`config.mk`:
```
export PLATFORM = sky130hd
export DESIGN_NAME = mem_arbiter
export DESIGN_NICKNAME = d
export VERILOG_FILES = /design/src/rtl/mem_arbiter.sv
export SDC_FILE = /design/constraint.sdc
export NUM_CORES = 1
export LEC_CHECK = 0
export BUFFER_PORTS_ARGS = -buffer_cell sky130_fd_sc_hd__buf_2
export CAP_MARGIN = 20
export CORE_AREA = 2 2 92 94
export CTS_CLUSTER_DIAMETER = 30
export DETAILED_ROUTE_END_ITERATION = 10
export DIE_AREA = 0 0 94 96
export PLACE_DENSITY = 0.77
export SYNTH_ARGS = -nofsm -noshare
export SYNTH_HDL_FRONTEND = slang
export SYNTH_SLANG_ARGS = --single-unit
```
`constraint.sdc`:
```
create_clock -name clk -period 3.2 [get_ports clk]
set_input_delay 0.64 -clock clk [delete_from_list [all_inputs] [get_ports clk]]
set_output_delay 0.64 -clock clk [all_outputs]
set_load 0.03 [all_outputs]
```
`src/rtl/mem_arbiter.sv`:
```
// Shares single-port main memory between I-cache refills and D-cache refills/stores.
// Optional MEM_ARB_ROUND_ROBIN_EN: alternate winner on ties instead of fixed D-cache priority.
module mem_arbiter #(
    parameter int ADDR_W    = 32,
    parameter int DATA_W    = 32,
    parameter int BURST_LEN = 4
) (
    input  logic              clk,
    input  logic              rst_n,
    input  logic              ic_req,
    input  logic [ADDR_W-1:0] ic_addr,
    output logic              ic_gnt,
    output logic              ic_rvalid,
    output logic              ic_done,
    input  logic              dc_req,
    input  logic              dc_we,
    input  logic [ADDR_W-1:0] dc_addr,
    input  logic [DATA_W-1:0] dc_wdata,
    output logic              dc_gnt,
    output logic              dc_rvalid,
    output logic              dc_done,
    output logic [DATA_W-1:0] rdata,
    output logic              mem_en,
    output logic              mem_we,
    output logic [ADDR_W-1:0] mem_addr,
    output logic [DATA_W-1:0] mem_wdata,
    input  logic [DATA_W-1:0] mem_rdata,
    input  logic              mem_ready
);

    localparam int CNT_W  = (BURST_LEN > 1) ? $clog2(BURST_LEN) : 1;
    localparam int LINE_B = $clog2(BURST_LEN * 4);
    localparam logic [ADDR_W-1:0] LINE_MASK = ~ADDR_W'((64'd1 << LINE_B) - 64'd1);
    localparam logic [ADDR_W-1:0] WORD_MASK = ~ADDR_W'(3);
    localparam logic [CNT_W-1:0]  LAST_IDX  = CNT_W'(BURST_LEN - 1);

    typedef enum logic [1:0] {IDLE, XFER, DONE} state_t;

    state_t            state_q, state_d;
    logic              owner_q, owner_d;   // 1 = D-cache owns the transfer
    logic              store_q, store_d;
    logic [ADDR_W-1:0] base_q, base_d;
    logic [CNT_W-1:0]  beat_q, beat_d;
    logic              pick_dc;
    logic              in_xfer, in_done, last_beat, rvalid_any;

`ifdef MEM_ARB_ROUND_ROBIN_EN
    logic last_win_q, last_win_d;  // 1 = D-cache won the previous arbitration

    assign pick_dc = dc_req & (~ic_req | ~last_win_q);
`else
    assign pick_dc = dc_req;
`endif

    assign in_xfer   = (state_q == XFER);
    assign in_done   = (state_q == DONE);
    assign last_beat = store_q | (beat_q == LAST_IDX);

    always_comb begin
        state_d = state_q;
        owner_d = owner_q;
        store_d = store_q;
        base_d  = base_q;
        beat_d  = beat_q;
`ifdef MEM_ARB_ROUND_ROBIN_EN
        last_win_d = last_win_q;
`endif
        case (state_q)
            IDLE: begin
                if (ic_req | dc_req) begin
                    state_d = XFER;
                    owner_d = pick_dc;
                    store_d = pick_dc & dc_we;
                    beat_d  = '0;
                    if (pick_dc)
                        base_d = dc_addr & (dc_we ? WORD_MASK : LINE_MASK);
                    else
                        base_d = ic_addr & LINE_MASK;
`ifdef MEM_ARB_ROUND_ROBIN_EN
                    last_win_d = pick_dc;
`endif
                end
            end
            XFER: begin
                if (mem_ready) begin
                    if (last_beat) state_d = DONE;
                    else           beat_d  = beat_q + 1'b1;
                end
            end
            DONE:    state_d = IDLE;
            default: state_d = IDLE;
        endcase
    end

    always_ff @(posedge clk or negedge rst_n) begin
        if (!rst_n) begin
            state_q <= IDLE;
            owner_q <= 1'b0;
            store_q <= 1'b0;
            base_q  <= '0;
            beat_q  <= '0;
`ifdef MEM_ARB_ROUND_ROBIN_EN
            last_win_q <= 1'b0;
`endif
        end else begin
            state_q <= state_d;
            owner_q <= owner_d;
            store_q <= store_d;
            base_q  <= base_d;
            beat_q  <= beat_d;
`ifdef MEM_ARB_ROUND_ROBIN_EN
            last_win_q <= last_win_d;
`endif
        end
    end

    // Read data is passed straight through in the ready cycle; zero otherwise.
    assign rvalid_any = in_xfer & ~store_q & mem_ready;
    assign ic_gnt     = (in_xfer | in_done) & ~owner_q;
    assign dc_gnt     = (in_xfer | in_done) &  owner_q;
    assign ic_rvalid  = rvalid_any & ~owner_q;
    assign dc_rvalid  = rvalid_any &  owner_q;
    assign ic_done    = in_done & ~owner_q;
    assign dc_done    = in_done &  owner_q;
    assign rdata      = rvalid_any ? mem_rdata : '0;
    assign mem_en     = in_xfer;
    assign mem_we     = in_xfer & store_q;
    assign mem_addr   = in_xfer ? (base_q + (ADDR_W'(beat_q) << 2)) : '0;
    assign mem_wdata  = mem_we ? dc_wdata : '0;

endmodule

```
==> results.py, run 1 <==
metrics = {
    "sta": {
        "max_freq_mhz": 320,
        "setup_viol": 0,
        "rsz0062_at_grt": "no",
        "period_share_pct": 97.7,
        "worstMarginPinSlew_ns": 0.940,
        "slew_headroom_pct": 37.1,
        "finalSetupTns_ns": 0,
        "finalWorstSetupSlack_ns": 0.0744,
        "hold-worst-slack_ns": 0.458,
        "min_period_ns": 3.13,
        "hold_viol_final": 0,
        "finClkSkew_ns": 0.00815,
        "slew_violations": 0,
    },
    "yosys": {
        "async_flop_share_pct": 100,
        "synth_xor_area_share_pct": 2.95,
        "avgSynthCellArea_sq_um": 7.89,
        "synth.most_common_cell": "nand2_1",
        "yosysTopAreaCellShare_pct": 30.4,
        "synth_seq_cells": 36,
        "synth-compound-area-share_pct": 12.4,
        "yosys_warnings": 0,
        "synth_mux_area_share_pct": 10.5,
        "synth_top_family_by_area": "simple AND/OR/NAND/NOR gates",
        "netlist_area_sq_um": 2970,
        "synth_edf_count": 0,
        "synth_common_cells": "45 x nand2_1, 42 x o21ai_0, 38 x and2_1, 36 x dfrtp_1, 33 x and3_1",
        "synth-adder-area-share_pct": 3.21,
        "synth.area.top_cells": "dfrtp_1 30%, mux2i_1 10%, and2_1 8.0%, o21ai_0 7.1%, and3_1 7.0%",
        "synth_top_area_cell": "dfrtp_1",
        "synth-simple-area-share_pct": 35.2,
        "netlist_instances": 376,
        "seq_area_frac_synth_pct": 30.4,
        "ys_types": 36,
        "ys.flop_type": "dfrtp_1",
    },
    "final_layout": {
        "antenna_cells": 0,
        "area_growth_pct": 50.4,
        "fin_util_pct": 55.4,
        "fin_nets": 746,
        "drive_above_1_share_pct": 45.2,
    },
    "floorplanning": {
        "die_w_um": 94,
        "start_util_pct": 36.8,
        "dieArea_sq_um": 9020,
        "core.rowCount": 33,
        "core_area_sq_um": 8050,
        "die_y_um": 96,
        "io_pins": 238,
    },
    "placed_design": {
        "dp_hpwl_um": 8260,
        "numPortBuffers": 229,
        "pre_cts_slack_ns": 0.116,
        "globalplace.congestion": 0.809,
    },
    "clocking": {
        "cts_sinks": 36,
        "cts_max_level": 2,
        "numCtsBuffers": 5,
        "clk_latency_ns": 0.29,
        "clk_path_buf_depth": 2,
        "path_clk_slew_ns": 0.07,
        "cts_root_buffer": "clkbuf_8",
        "cts_tree": "done",
    },
    "pwr": {
        "power_switching_share_pct": 54.2,
        "switchingPower_mw": 1.86,
        "p_seq_share_pct": 28.8,
        "powerDensity_nw_per_um2": 771,
        "p_total_mw": 3.44,
        "intPower_mw": 1.58,
        "clockPowerShare_pct": 9.9,
        "p_comb_share_pct": 61.3,
        "peakVddDrop_uv": 433,
        "static-leakage-power_nw": 2.51,
    },
    "route": {
        "firstDrtPassIters": 4,
        "avgViaCountPerCell": 5.02,
        "drc": 0,
        "ant_nets": 0,
        "wl_um": 10700,
        "dr_total_vias": 3566,
        "wire_per_inst_um": 15.0,
        "drt_iter0_drc": 146,
    },
    "global_routing": {
        "grtUsageMet1_pct": 27.5,
        "grt-ovfl-total": 0,
        "grtUsageTotal_pct": 21.6,
        "grt_pass1_wl_um": 15400,
        "grt_pass1_vias": 3198,
        "grt_max_degree": 45,
        "gr-max-usage-layer": "met2",
        "met2_usage_pct": 38.6,
        "antenna_found_initial": 1,
        "use_met3_pct": 3.76,
    },
    "worst_setup_path": {
        "cp_max_fo": 8,
        "crit_required_ns": 2.56,
        "worstPathCellList": "ha_1 > a21oi_1 > or4_4 > or4_4 > a21oi_2 > buf_4",
        "critical_path_arrival_ns": 2.49,
        "critPathMostFrequentCell": "or4_4",
        "critical_path.endpoint_type": "output pin",
        "startpoint_type": "flop",
        "critical_path_class": "reg -> out",
        "r2r_slack_ns": 1.23,
        "cpPeakStageDelay_ns": 0.58,
        "critical-path-slowest-cell": "or4_4",
    },
    "hold_path": {
        "hold_path_class": "in -> async",
    },
    "run": {
        "cap_violations": 0,
    },
    "run_status": {
        "status": "finished clean",
    },
}
cell usage in the layout, fill, tap and decap left out, drive strengths merged, types with 3 or more instances in the layout:
cell | Yosys | layout
and2 | 38 | 38
xor2 | 3 | 3
inv | 7 | 7
o21ai | 43 | 43
buf | 4 | 250
o31ai | 7 | 7
dfrtp | 36 | 36
and3 | 33 | 33
nor2b | 4 | 4
nor3 | 6 | 6
clkbuf | 26 | 7
mux2i | 30 | 30
a21oi | 17 | 17
and4 | 4 | 4
xnor2 | 7 | 7
or4 | 10 | 10
nand2 | 45 | 45
ha | 6 | 6
nand4 | 9 | 9
nor2 | 11 | 11
or3 | 10 | 10
nand3 | 10 | 10
sequential cells by signal, summed over array words and instances (netlist names):
name	cells
store_q	1
base_q	30
owner_q	1
state_q	2
beat_q	2
power by group through the flow:
stage	registers (mW)	clock network, mW	logic [mW]
5_1_grt	1.04	0.361	2.30
2_1_floorplan	0.880	0	1.50
3_5_place_dp	1.00	0	2.03
3_3_place_gp	0.973	0	1.98
4_1_cts	0.989	0.345	2.07
6_report	0.990	0.341	2.11
area by class of cell:
| type | count | area (sq um) |
|---|---|---|
| Sequential cell | 36 | 901 |
| Clock buffer | 6 | 82.6 |
| Multi-Input combinational cell | 304 | 1970 |
| Timing Repair Buffer | 251 | 1340 |
| Fill cell | 764 | 3590 |
| Inverter | 7 | 26.3 |
| Tap cell | 105 | 131 |
| Clock inverter | 2 | 10.0 |
critical path, delay by kind of cell (launching register included):
family | cells | cell delay, ns
buffers and inverters | 1 | 0.17
AOI/OAI and AO/OA | 2 | 0.25
DFF | 1 | 0.40
adders and majority gates | 1 | 0.29
and+or+nand+nor | 2 | 1.09
worst paths after layout:
path	start	end	cells after the start
worst max-delay path	beat_q[1]	mem_addr[27]	6
worst min-delay path	rst_n	base_q[15]	1
worst max register to register	state_q[1]	beat_q[0]	6
worst min register to register	base_q[31]	base_q[31]	2
max in group asynchronous	rst_n	base_q[26]	1
min in group clk	base_q[31]	base_q[31]	2
cells by family (layout without fill, tap and decap cells):
kind of cell    after synthesis  after routing
flops                        36             36
simple gates                185            185
compound gates               69             69
other cells                   1              2
xor+xnor                     10             10
mux                          31             31
buf+inv                      37            266
fa+ha+maj                     7              7
stage by stage:
step	std cells	instance area, sq um
2_1_floorplan	377	2970
3_3_place_gp	689	4200
3_5_place_dp	689	4200
4_1_cts	702	4350
5_1_grt	711	4460
6_report	711	4460
routing by layer:
layer,vias up,wire (um)
met5,-,13
met3,10,705
met1,1634,4400
met4,2,95
li1,1783,-
met2,137,5450
repair_timing:
item                       4_1_cts  5_1_grt
gates resized for setup          8       19
cloned                           0        0
buffers inserted                 5        9
pin swaps                        2        3
setup endpoints to repair        9       15
hold buffers                     0        0
Note: power is estimated with default switching activity, not from simulation.
==> inputs of run 2 (changes only) <==
- CORE_AREA: 2 2 92 94 -> not set
- CORE_MARGIN: not set -> 4
- CORE_UTILIZATION: not set -> 40
- DIE_AREA: 0 0 94 96 -> not set
- PLACE_DENSITY: 0.77 -> 0.82
==> run 2 against run 1 <==
The run now ends with negative setup slack left. Global-route usage increased by 0.88 points. Register-to-register slack improved by 0.04 ns. Critical path type unchanged. Count of clock-buffer cells in the layout increased by 1. Critical endpoint is now mem_addr[24].
==> results.py, run 2 (synthesis gave the netlist of run 1 again) <==
metrics = {
    "run_status": {
        "status": "finished with violations",
        "violations": "negative setup slack",
    },
    "worst_setup_path": {
        "critical_path.endpoint_type": "output pin",
        "r2r_slack_ns": 1.27,
        "cpPeakStageDelay_ns": 0.50,
        "worstPathCellList": "ha_4 > fa_2 > nand4_1 > or3_4 > or4_4 > a21oi_2 > buf_6",
        "critical-path-slowest-cell": "or4_4",
        "crit_required_ns": 2.56,
        "cp_max_fo": 5,
        "critical_path_class": "reg -> out",
        "startpoint_type": "flop",
        "critical_path_arrival_ns": 2.56,
    },
    "final_layout": {
        "drive_above_1_share_pct": 46.7,
        "n_fill_cell": 641,
        "seqCellArea_sq_um": 902,
        "stdcell_count": 703,
        "top_regs": "base_q x30, beat_q x2, state_q x2",
        "mostFrequentLayoutCells": "218 x buf_2, 44 x nand2_1, 42 x o21ai_0",
        "multi_input_area_sq_um": 2050,
        "fin_nets": 744,
        "area_growth_pct": 54.0,
        "antenna_cells": 0,
        "final_common_cell": "buf_2",
        "fin_util_pct": 63.3,
        "largest_reg_flops": 30,
        "regMostFlops": "base_q",
    },
    "global_routing": {
        "grt_pass1_vias": 3343,
        "grtUsageTotal_pct": 22.5,
        "grt_max_degree": 43,
        "antenna_found_initial": 0,
        "grt_pass1_wl_um": 15900,
        "grt-ovfl-total": 0,
    },
    "sta": {
        "slew_headroom_pct": 43.1,
        "finClkSkew_ns": 0.00629,
        "setup_viol": 1,
        "rsz0062_at_grt": "yes",
        "min_period_ns": 3.20,
        "finalWorstSetupSlack_ns": -0.00347,
        "worstMarginPinSlew_ns": 0.853,
        "max_freq_mhz": 312,
        "hold-worst-slack_ns": 0.462,
        "period_share_pct": 100,
        "slew_violations": 0,
        "hold_viol_final": 0,
    },
    "pwr": {
        "powerDensity_nw_per_um2": 794,
        "static-leakage-power_nw": 2.52,
        "peakVddDrop_uv": 438,
    },
    "hold_path": {
        "hold_path_class": "in -> async",
    },
    "clocking": {
        "path_clk_slew_ns": 0.08,
        "ctsHoldBuffers": 0,
        "clk_latency_ns": 0.28,
        "clk_path_buf_depth": 2,
        "numCtsBuffers": 5,
        "cts_sinks": 36,
        "cts_max_level": 2,
        "cts_root_buffer": "clkbuf_8",
        "cts_tree": "done",
    },
    "route": {
        "dr_total_vias": 3651,
        "drc": 0,
        "avgViaCountPerCell": 5.19,
        "wl_um": 11600,
        "drt_iter0_drc": 139,
        "firstDrtPassIters": 4,
        "wire_per_inst_um": 16.5,
        "ant_nets": 0,
    },
    "placed_design": {
        "globalplace.congestion": 0.802,
        "dpl.cell_count": 683,
        "dp_hpwl_um": 8670,
        "numPortBuffers": 229,
    },
    "floorplanning": {
        "die_w_um": 94.1,
        "die_y_um": 94.1,
        "dieArea_sq_um": 8850,
        "start_util_pct": 41.1,
        "core.rowCount": 31,
        "core_area_sq_um": 7210,
        "io_pins": 238,
    },
    "run": {
        "cap_violations": 0,
    },
}
## run 2: changes by cell type in the layout (fill, tap and decap cells not counted), moves of 3 or more
cell / previous run / this run
a21oi_1: 13 / 10
or4_4: 2 / 6
buf_6: 2 / 8
or3_4: 1 / 4
buf_4: 29 / 20
or4_1: 8 / 5
## run 2: metrics by stage
| stage | power, mW | worst slack (ns) | TNS [ns] | instance area [sq um] |
|---|---|---|---|---|
| after detailed placement | 3.02 | 0.0895 | 0 | 4190 |
| after floorplan | 2.38 | 0.207 | 0 | 2970 |
| after CTS | 3.49 | -0.0476 | -0.177 | 4340 |
| after global routing | 3.89 | -0.0986 | -0.645 | 4570 |
| final | 3.63 | -0.00347 | -0.00347 | 4570 |
| after global placement | 2.95 | 0.153 | 0 | 4190 |
## run 2: report_power, final
part           total [mW]  switching [mW]  internal (mW)  leakage (nW)
sequential           1.01           0.333          0.673         0.445
clock               0.443           0.168          0.275        0.0645
combinational        2.18            1.43          0.753          2.01
## run 2: timing repair
item,4_1_cts,5_1_grt
resized for setup,10,38
gates cloned,0,2
buffers inserted,0,10
pin swaps,1,15
setup endpoints to repair,9,14
## run 2: worst paths after layout
kind | cells past startpoint | to | startpoint
max | 7 | mem_addr[24] | beat_q[0]
min | 1 | base_q[20] | rst_n
max reg2reg | 6 | beat_q[0] | state_q[1]
min reg2reg | 1 | state_q[1] | state_q[1]
max in group asynchronous | 1 | beat_q[1] | rst_n
min in group clk | 1 | state_q[1] | state_q[1]
## run 2: final cells by class
class | count | share of cell area [%]
Clock inverter | 1 | 0.658
Sequential cell | 36 | 19.8
Clock buffer | 7 | 2.11
Inverter | 7 | 0.575
Tap cell | 99 | 2.71
Multi-Input combinational cell | 306 | 44.9
Timing Repair Buffer | 247 | 29.3
## run 2: worst max-delay path, delay by kind of cell (launching register included)
kind | cells | cell delay (ns)
buf+inv | 1 | 0.15
compound gates | 1 | 0.16
simple gates | 3 | 1.14
flops | 1 | 0.43
fa+ha+maj | 2 | 0.40
## run 2: layer usage
layer | GRT usage [%] | up-vias | wire length [um]
met5 | 0 | - | 0
met4 | 3.97 | 0 | 110
met3 | 6.65 | 14 | 1070
met2 | 38.6 | 159 | 5700
met1 | 28.2 | 1697 | 4700
li1 | - | 1781 | -
==> inputs of run 3 (changes only) <==
- CORE_ASPECT_RATIO: not set -> 0.7
==> run 3 against run 2 <==
The run now ends clean. Wire length increased by 1.0%. Sequential power about the same. Count of clock-buffer cells in the layout increased by 1. Sequential share of layout area increased by 0.34 points. Largest power group unchanged.
==> results.py, run 3 (synthesis gave the netlist of run 1 again) <==
metrics = {
    "final_layout": {
        "seqCellArea_sq_um": 901,
        "fin_util_pct": 64.3,
        "area_growth_pct": 51.2,
        "stdcell_count": 698,
        "largest_reg_flops": 30,
        "final_common_cell": "buf_2",
        "regMostFlops": "base_q",
        "top_regs": "base_q x30, beat_q x2, state_q x2",
        "fin_nets": 744,
        "drive_above_1_share_pct": 46.0,
        "n_fill_cell": 608,
        "multi_input_area_sq_um": 2000,
        "mostFrequentLayoutCells": "219 x buf_2, 45 x nand2_1, 42 x o21ai_0",
        "antenna_cells": 0,
    },
    "floorplanning": {
        "dieArea_sq_um": 8880,
        "io_pins": 238,
        "start_util_pct": 42.5,
        "core_area_sq_um": 6980,
        "die_w_um": 111,
        "core.rowCount": 25,
        "die_y_um": 80.0,
    },
    "route": {
        "dr_wl_met2_um": 5880,
        "wl_um": 11700,
        "wire_per_inst_um": 16.8,
        "dr_total_vias": 3656,
        "firstDrtPassIters": 5,
        "top_layer": "met5",
        "wl_met3_um": 969,
        "m1WireLength_um": 4660,
        "avgViaCountPerCell": 5.24,
        "drc": 0,
        "ant_nets": 0,
        "drt_iter0_drc": 262,
    },
    "sta": {
        "setup_viol": 0,
        "min_period_ns": 3.19,
        "finalSetupTns_ns": 0,
        "max_freq_mhz": 313,
        "rsz0062_at_grt": "yes",
        "worstMarginPinSlew_ns": 0.863,
        "finClkSkew_ns": 0.0108,
        "period_share_pct": 99.8,
        "slew_violations": 0,
        "hold_viol_final": 0,
        "slew_headroom_pct": 42.5,
    },
    "pwr": {
        "powerDensity_nw_per_um2": 786,
        "p_total_mw": 3.52,
        "peakVddDrop_uv": 486,
        "static-leakage-power_nw": 2.51,
    },
    "global_routing": {
        "grt_pass1_wl_um": 17200,
        "antenna_found_initial": 1,
        "grt_pass1_vias": 3425,
        "grt_max_degree": 43,
        "grt-ovfl-total": 0,
        "grtUsageTotal_pct": 23.9,
    },
    "clocking": {
        "cts_root_buffer": "clkbuf_8",
        "clk_path_buf_depth": 2,
        "cts_sinks": 36,
        "cts_max_level": 2,
        "clk_latency_ns": 0.30,
        "cts_tree": "done",
        "path_clk_slew_ns": 0.07,
        "numCtsBuffers": 5,
    },
    "worst_setup_path": {
        "crit_family": "simple AND/OR/NAND/NOR gates",
        "crit_required_ns": 2.56,
        "critical_path.endpoint_type": "output pin",
        "r2r_start": "state_q[1]",
        "critical_path_arrival_ns": 2.55,
        "cp_max_fo": 6,
        "crit_path_start": "beat_q[0]",
        "critical-path-slowest-cell": "or4_4",
        "startpoint_type": "flop",
        "critical_path_class": "reg -> out",
        "critPathBufInv": 1,
        "cpPeakStageDelay_ns": 0.50,
        "worstPathCellList": "ha_2 > fa_2 > nand4_1 > or3_4 > or4_4 > a21oi_2 > buf_6",
    },
    "placed_design": {
        "numPortBuffers": 229,
        "dp_hpwl_um": 9040,
        "globalplace.congestion": 0.942,
        "dpl.cell_count": 679,
    },
    "run": {
        "cap_violations": 0,
    },
    "hold_path": {
        "hold_path_class": "in -> async",
    },
    "run_status": {
        "status": "finished clean",
    },
}
[run 3: changes by cell type in the layout (fill, tap and decap cells not counted), sizes merged]
cell    previous run  this run
or4               11        10
bufinv             1         0
or3               11        10
buf              246       249
[run 3: routing by layer]
metal,vias up,GRT usage (%)
li1,1776,-
met1,1684,29.2
met2,175,42.9
met3,19,5.68
met4,2,5.66
met5,-,0
[run 3: path summary, 6_finish.rpt]
check	to	slack, ns	depth (start not counted)
max	mem_addr[28]	0.007	7
min	base_q[20]	0.45	1
max reg2reg	beat_q[0]	1.32	6
min reg2reg	base_q[2]	0.49	2
max in group asynchronous	owner_q	2.20	1
min in group clk	base_q[2]	0.49	2
[run 3: cell type report]
cell class              instances  share of cell area, %
clock buffers                   8                   2.01
inverters                       7                  0.586
multi-input cells             304                   44.5
flip-flops and latches         36                   20.1
well taps                      94                   2.62
repair buffers                249                   30.1
[run 3: through the flow]
step	worst slack, ns	hold WS (ns)	instance area, sq um
2_1_floorplan	0.207	0.344	2970
3_3_place_gp	0.225	0.482	4190
3_5_place_dp	0.154	0.483	4190
4_1_cts	0.00201	0.479	4360
5_1_grt	-0.0302	0.525	4480
6_report	0.00748	0.455	4480
[run 3: worst reg2reg max path, cell delays in order (launching register included)]
cell and delay [ns]:
dfrtp_1 0.40, inv_1 0.09, ha_1 0.16, inv_1 0.16
nor3_1 0.28, or3b_2 0.51, mux2i_1 0.15
[run 3: what timing repair did]
action,CTS,global route
resized for setup,12,26
endpoints found under the setup margin,10,14
hold buffers,0,0
pin swaps,2,11
setup buffers,6,5
[run 3: power breakdown]
part	internal (mW)	total (mW)	switching (mW)
Combinational	0.748	2.17	1.42
Clock	0.176	0.346	0.170
Sequential	0.672	1.01	0.339
